--- src/rtl/sram_port_arbiter_if.sv ---
// One requester port of the SRAM arbiter: a valid/ready request channel
// and a read response channel that has no backpressure.
interface sram_port_arbiter_if #(
    parameter int AW = 32,
    parameter int DW = 32,
    parameter int MW = 4
);
    logic          valid;
    logic          ready;
    logic [AW-1:0] addr;
    logic          we;
    logic [DW-1:0] wdata;
    logic [MW-1:0] wem;
    logic          rsp_vld;
    logic [DW-1:0] rsp_dat;

    // Requester side: issues requests and consumes read responses.
    modport master (
        output valid, addr, we, wdata, wem,
        input  ready, rsp_vld, rsp_dat
    );

    // Arbiter side: accepts requests and returns read responses.
    modport slave (
        input  valid, addr, we, wdata, wem,
        output ready, rsp_vld, rsp_dat
    );
endinterface

--- src/rtl/sram_port_arbiter.sv ---
// Shares one single-port SRAM between the bus port (b) and the conv core
// port (c). Grants are combinational with zero-cycle request-to-cs latency,
// and read data returns one cycle later to whichever port issued the read.
module sram_port_arbiter #(
    parameter int AW       = 32,
    parameter int DW       = 32,
    parameter int MW       = 4,
    parameter int RR_MODE  = 0,
    parameter int MAX_WAIT = 8
) (
    input  logic                   clk,
    input  logic                   rst,
    sram_port_arbiter_if.slave     b,
    sram_port_arbiter_if.slave     c,
    output logic                   ram_cs,
    output logic                   ram_we,
    output logic [AW-1:0]          ram_addr,
    output logic [DW-1:0]          ram_din,
    output logic [MW-1:0]          ram_wem,
    input  logic [DW-1:0]          ram_dout,
    output logic                   bus_forced
);

    localparam logic [7:0] MaxWait = 8'(MAX_WAIT);

    logic       rdPend_q,  rdPend_d;
    logic       rdOwner_q, rdOwner_d;
    logic       lastGnt_q, lastGnt_d;
    logic [7:0] waitCnt_q, waitCnt_d;

    logic gntBus;
    logic gntCore;
    logic forced;

    // Pick the winner: core-priority with a starvation guard, or round-robin
    // biased away from the last winner; nothing is granted while in reset.
    always_comb begin
        gntBus  = 1'b0;
        gntCore = 1'b0;
        forced  = 1'b0;
        if (!rst) begin
            if (RR_MODE == 0) begin
                forced = b.valid & c.valid & (waitCnt_q == MaxWait);
                gntBus = b.valid & (~c.valid | forced);
            end else begin
                gntBus = b.valid & (~c.valid | lastGnt_q);
            end
            gntCore = c.valid & ~gntBus;
        end
    end

    assign b.ready    = gntBus;
    assign c.ready    = gntCore;
    assign bus_forced = forced;

    // Steer the winning request onto the SRAM pins; idle pins are held at 0.
    always_comb begin
        ram_cs   = 1'b0;
        ram_we   = 1'b0;
        ram_addr = '0;
        ram_din  = '0;
        ram_wem  = '0;
        if (gntBus) begin
            ram_cs   = 1'b1;
            ram_we   = b.we;
            ram_addr = b.addr;
            ram_din  = b.wdata;
            ram_wem  = b.wem;
        end else if (gntCore) begin
            ram_cs   = 1'b1;
            ram_we   = c.we;
            ram_addr = c.addr;
            ram_din  = c.wdata;
            ram_wem  = c.wem;
        end
    end

    // Next state: remember who owns the read in flight, how long the bus has
    // been starved, and who won last for round-robin.
    always_comb begin
        rdPend_d  = (gntBus & ~b.we) | (gntCore & ~c.we);
        rdOwner_d = rdOwner_q;
        lastGnt_d = lastGnt_q;
        waitCnt_d = waitCnt_q;
        if (gntBus | gntCore) begin
            rdOwner_d = gntCore;
            lastGnt_d = gntCore;
        end
        if (!b.valid || gntBus) begin
            waitCnt_d = 8'd0;
        end else if (waitCnt_q != MaxWait) begin
            waitCnt_d = waitCnt_q + 8'd1;
        end
    end

    // State registers; reset drops any read that is still in flight.
    always_ff @(posedge clk) begin
        if (rst) begin
            rdPend_q  <= 1'b0;
            rdOwner_q <= 1'b0;
            lastGnt_q <= 1'b1;
            waitCnt_q <= 8'd0;
        end else begin
            rdPend_q  <= rdPend_d;
            rdOwner_q <= rdOwner_d;
            lastGnt_q <= lastGnt_d;
            waitCnt_q <= waitCnt_d;
        end
    end

    assign b.rsp_vld = ~rst & rdPend_q & ~rdOwner_q;
    assign c.rsp_vld = ~rst & rdPend_q & rdOwner_q;
    assign b.rsp_dat = b.rsp_vld ? ram_dout : '0;
    assign c.rsp_dat = c.rsp_vld ? ram_dout : '0;

endmodule
--- src/flat_wrapper.sv ---
// flat-port wrapper written by rule: the top's interface ports become plain ports
module sram_port_arbiter_flat 
#(
    parameter int AW       = 32,
    parameter int DW       = 32,
    parameter int MW       = 4,
    parameter int RR_MODE  = 0,
    parameter int MAX_WAIT = 8
)
  (clk, rst, ram_cs, ram_we, ram_addr, ram_din, ram_wem, ram_dout, bus_forced, b_valid, b_addr, b_we, b_wdata, b_wem, b_ready, b_rsp_vld, b_rsp_dat, c_valid, c_addr, c_we, c_wdata, c_wem, c_ready, c_rsp_vld, c_rsp_dat);
  sram_port_arbiter_if #(.AW(AW), .DW(DW), .MW(MW)) b_i ();
  sram_port_arbiter_if #(.AW(AW), .DW(DW), .MW(MW)) c_i ();
  input  logic clk;
  input  logic rst;
  output logic ram_cs;
  output logic ram_we;
  output logic [AW-1:0] ram_addr;
  output logic [DW-1:0] ram_din;
  output logic [MW-1:0] ram_wem;
  input  logic [DW-1:0] ram_dout;
  output logic bus_forced;
  input wire logic [$bits(b_i.valid)-1:0] b_valid;
  input wire logic [$bits(b_i.addr)-1:0] b_addr;
  input wire logic [$bits(b_i.we)-1:0] b_we;
  input wire logic [$bits(b_i.wdata)-1:0] b_wdata;
  input wire logic [$bits(b_i.wem)-1:0] b_wem;
  output wire logic [$bits(b_i.ready)-1:0] b_ready;
  output wire logic [$bits(b_i.rsp_vld)-1:0] b_rsp_vld;
  output wire logic [$bits(b_i.rsp_dat)-1:0] b_rsp_dat;
  input wire logic [$bits(c_i.valid)-1:0] c_valid;
  input wire logic [$bits(c_i.addr)-1:0] c_addr;
  input wire logic [$bits(c_i.we)-1:0] c_we;
  input wire logic [$bits(c_i.wdata)-1:0] c_wdata;
  input wire logic [$bits(c_i.wem)-1:0] c_wem;
  output wire logic [$bits(c_i.ready)-1:0] c_ready;
  output wire logic [$bits(c_i.rsp_vld)-1:0] c_rsp_vld;
  output wire logic [$bits(c_i.rsp_dat)-1:0] c_rsp_dat;
  assign b_i.valid = b_valid;
  assign b_i.addr = b_addr;
  assign b_i.we = b_we;
  assign b_i.wdata = b_wdata;
  assign b_i.wem = b_wem;
  assign b_ready = b_i.ready;
  assign b_rsp_vld = b_i.rsp_vld;
  assign b_rsp_dat = b_i.rsp_dat;
  assign c_i.valid = c_valid;
  assign c_i.addr = c_addr;
  assign c_i.we = c_we;
  assign c_i.wdata = c_wdata;
  assign c_i.wem = c_wem;
  assign c_ready = c_i.ready;
  assign c_rsp_vld = c_i.rsp_vld;
  assign c_rsp_dat = c_i.rsp_dat;
  sram_port_arbiter #(.AW(AW), .DW(DW), .MW(MW), .RR_MODE(RR_MODE), .MAX_WAIT(MAX_WAIT)) u_core (.clk(clk), .rst(rst), .b(b_i), .c(c_i), .ram_cs(ram_cs), .ram_we(ram_we), .ram_addr(ram_addr), .ram_din(ram_din), .ram_wem(ram_wem), .ram_dout(ram_dout), .bus_forced(bus_forced));
endmodule
--- config.mk ---
export PLATFORM = sky130hd
export DESIGN_NAME = sram_port_arbiter_flat
export DESIGN_NICKNAME = d
export VERILOG_FILES = /design/src/rtl/sram_port_arbiter_if.sv /design/src/rtl/sram_port_arbiter.sv /design/src/flat_wrapper.sv
export SDC_FILE = /design/constraint.sdc
export NUM_CORES = 1
export LEC_CHECK = 0
export BUFFER_PORTS_ARGS = -buffer_cell sky130_fd_sc_hd__buf_2
export CORE_AREA = 2 2 122 124
export CTS_BUF_LIST = sky130_fd_sc_hd__clkbuf_2 sky130_fd_sc_hd__clkbuf_4 sky130_fd_sc_hd__clkbuf_8
export DETAILED_ROUTE_END_ITERATION = 12
export DIE_AREA = 0 0 124 126
export PLACE_DENSITY_LB_ADDON = 0.2
export SKIP_LAST_GASP = 1
export SYNTH_ARGS = -nofsm -noshare
export SYNTH_HDL_FRONTEND = slang
export SYNTH_SLANG_ARGS = --single-unit
--- constraint.sdc ---
create_clock -name clk -period 2.93 [get_ports clk]
set_input_delay 0.586 -clock clk [delete_from_list [all_inputs] [get_ports clk]]
set_output_delay 0.586 -clock clk [all_outputs]
set_load 0.02 [all_outputs]
==> results by group <==
Timing
  • Fmax: 346.4 MHz
  • Setup Viol. Count Final: 0
  • Crit share post-route: 98.51%
  • Max-slew violation count: 0
  • Worst-margin pin slew: 352.6 ps
  • RSZ-0062 raised after global routing: yes
  • Relative slew slack: 76.28%
  • Fin crit period: 2886 ps
  • Final hold violations: 0
  • Worst Skew: 2.801 ps

Yosys
  • Post-synth EDFFs: 0
  • Yosys top cell by area: a32o_1
  • Largest cells by area after synthesis: a32o_1 (39%), and2_1 (22%), dfxtp_1 (11%)
  • Post-synth ARST share: 0%
  • Count leader, synth: a32o_1
  • Yosys top cell area share: 38.62%
  • Unique cell type count in the Yosys netlist: 26
  • Top post-synthesis cells by count: a32o_1 (70), and2_1 (65), buf_6 (15), clkbuf_1 (14), dfxtp_1 (10)
  • Syn Area/Cell: 8.284 µm²
  • Syn Std Cell Area: 1814 µm²
  • Post-synth top flop: dfxtp_1
  • Syn Nets: 395
  • Flops & latches, synth: 10
  • Seq/Total Area, Yosys: 11.03%
  • Post-Syn Instances: 219
  • Yosys synthesis warning count: 0

Place
  • Placed wire-length estimate: 8.413 mm
  • Final GP Congestion: 0.8042
  • Cell count after placement: 694
  • IO Port Bufs: 312

Power and ir drop
  • Peak supply drop: 121.5 µV
  • Leakage: 2.006 nW
  • Power Dens Cells: 201.9 nW/µm²

Finish
  • Layout Area Growth over Synthesis: 94.48%
  • Ant. Diodes: 0
  • Filler Cell Count: 1597
  • Share of cells above drive strength 1: 63.94%
  • Fin nets: 691
  • Fin util: 24.65%
  • Non-filler cells, final: 697

Drt
  • DRT Pass-1 Iters: 4
  • Avg Vias per Cell: 4.317
  • WL final: 10.37 mm
  • Antenna Nets Post-Route: 0
  • # DRC: 0
  • Detailed Route Iter0 Violations: 126
  • Via count: 3009
  • WL/cell: 14.87 µm

Clock tree
  • Num CTS Buffers: 3
  • Htree depth: 1
  • Hold-fix buffers, CTS: 0
  • Maximum root-to-sink buffer count: 2
  • CTS root buf: clkbuf_8
  • CTS clk-pin slew, worst paths: 40 ps
  • # clock sinks: 10
  • Post-CTS Repair Setup Buffers: 0
  • CTS tree: built
  • Worst skew pair latency: 230 ps

Global route
  • Largest net degree at the start of global routing: 67
  • Initial antenna violation count: 1
  • Global route total overflow: 0
  • First-pass GRT wire length: 13.94 mm
  • Total track usage: 11.13%
  • Vias in the first global route: 2556

Die
  • Initial Util: 12.67%
  • Row cnt: 44
  • Boundary Pins: 313
  • Chip height: 126 µm
  • Core area: 14310 µm²
  • Die area: 15620 µm²
  • Die Width: 124 µm

Job
  • Max-Cap Viols: 0

Setup path
  • WP data arrival: 2300 ps
  • CP Launch Type: register
  • Req. time, crit path: 2340 ps
  • Worst setup EP type: output pin
  • Worst-path maximum fanout: 27
  • Critical path type: register to output pin
  • Reg-to-reg slack, setup: 950 ps

Run status
  • Status: finished clean

Worst hold path
  • Worst Hold Class: register to register
-- through the flow --
stage / hold WS (ps) / worst slack [ps] / setup TNS (ps) / instance area (µm²) / total power [mW]
floorplan: 452.6 / 502.5 / 0 / 1814 / 0.3776
global placement: 467.8 / 230.1 / 0 / 3483 / 0.5766
detailed placement: 486.9 / 203.5 / 0 / 3483 / 0.5792
CTS: 493.4 / 23.06 / 0 / 3528 / 0.7211
global route: 522.9 / -14.93 / -45.99 / 3528 / 0.7610
finish: 486.2 / 43.55 / 0 / 3528 / 0.7124
-- placed cells by master, fill, tap and decap left out --
cell      instances
xnor2_1           1
nand4_1           1
ha_1              2
or3_1             3
and2_1           65
o41a_2            1
a21o_1            1
xor2_1            2
o311ai_1          1
or4b_4            1
nand3_1           3
nor4_1            1
buf_4             5
clkbuf_8          3
inv_1             6
buf_12            2
buf_6             1
nand2_1           3
buf_2           312
nand2b_1          1
nor2_1            5
o31ai_4           1
a32o_1           70
dfxtp_1          10
nor3b_2           1
o21ai_0           4
nor2b_1           1
nor2_4            1
a21oi_1           4
and3b_1           1
-- where the power goes --
part	leakage [nW]	switching, mW	total, mW	internal, mW
sequential	0.0812	0.00276	0.142	0.139
clock	0.0216	0.0482	0.138	0.0895
combinational	1.90	0.239	0.433	0.194
total	2.01	0.290	0.712	0.422
-- layout make-up --
| cell class | instances | area, µm² | area share, % |
|---|---|---|---|
| inverters | 6 | 22.52 | 0.6383 |
| flip-flops and latches | 10 | 200.2 | 5.674 |
| clock buffers | 3 | 41.29 | 1.170 |
| repair buffers | 320 | 1650 | 46.77 |
| multi-input cells | 174 | 1384 | 39.22 |
| well taps | 184 | 230.2 | 6.525 |
-- worst paths after layout --
check                                        start                               end  cells past startpoint
setup / recovery  u_core.waitCnt_q[5]$_SDFFE_PP0P_                      ram_addr[26]                      5
hold / removal    u_core.waitCnt_q[7]$_SDFFE_PP0P_  u_core.waitCnt_q[7]$_SDFFE_PP0P_                      2
setup reg to reg  u_core.waitCnt_q[5]$_SDFFE_PP0P_        u_core.rdPend_q$_SDFF_PP0_                      4
hold reg to reg   u_core.waitCnt_q[7]$_SDFFE_PP0P_  u_core.waitCnt_q[7]$_SDFFE_PP0P_                      2
-- registers in the layout, indices dropped and copies added, names as in the netlist --
name and cells:
u_core.rdOwner_q 1, u_core.rdPend_q 1, u_core.waitCnt_q 8
-- worst max-delay path, cell delays in order (launching register included) --
cell and delay [ps]:
dfxtp_1 340, or4b_4 590, o41a_2 480, buf_4 240
a32o_1 250, buf_2 170
-- timing repair --
item / 4_1_cts / 5_1_grt
gates resized for setup: 1 / 0
endpoints found under the setup margin: 16 / 6
endpoints found under the hold margin: 0 / 0
-- per-layer routing --
| metal | global-route usage (%) | routed length [µm] | vias to the layer above |
|---|---|---|---|
| li1 | - | - | 1458 |
| met1 | 14.97 | 4439 | 1420 |
| met2 | 19.91 | 5310 | 125 |
| met3 | 1.132 | 594 | 4 |
| met4 | 0.7270 | 9 | 2 |
| met5 | 0 | 13 | - |
-- cells by family (layout without fill, tap and decap cells) --
logic type	after synthesis	count (layout)	share of synthesized area, %
buffers and inverters	35	329	13.45
and+or+nand+nor	87	87	29.17
AOI/OAI and AO/OA	82	82	43.52
DFF	10	10	11.03
adders and majority gates	2	2	1.379
xor gates and xnor gates	3	3	1.449
No activity file was read; power rests on OpenSTA's default activity.
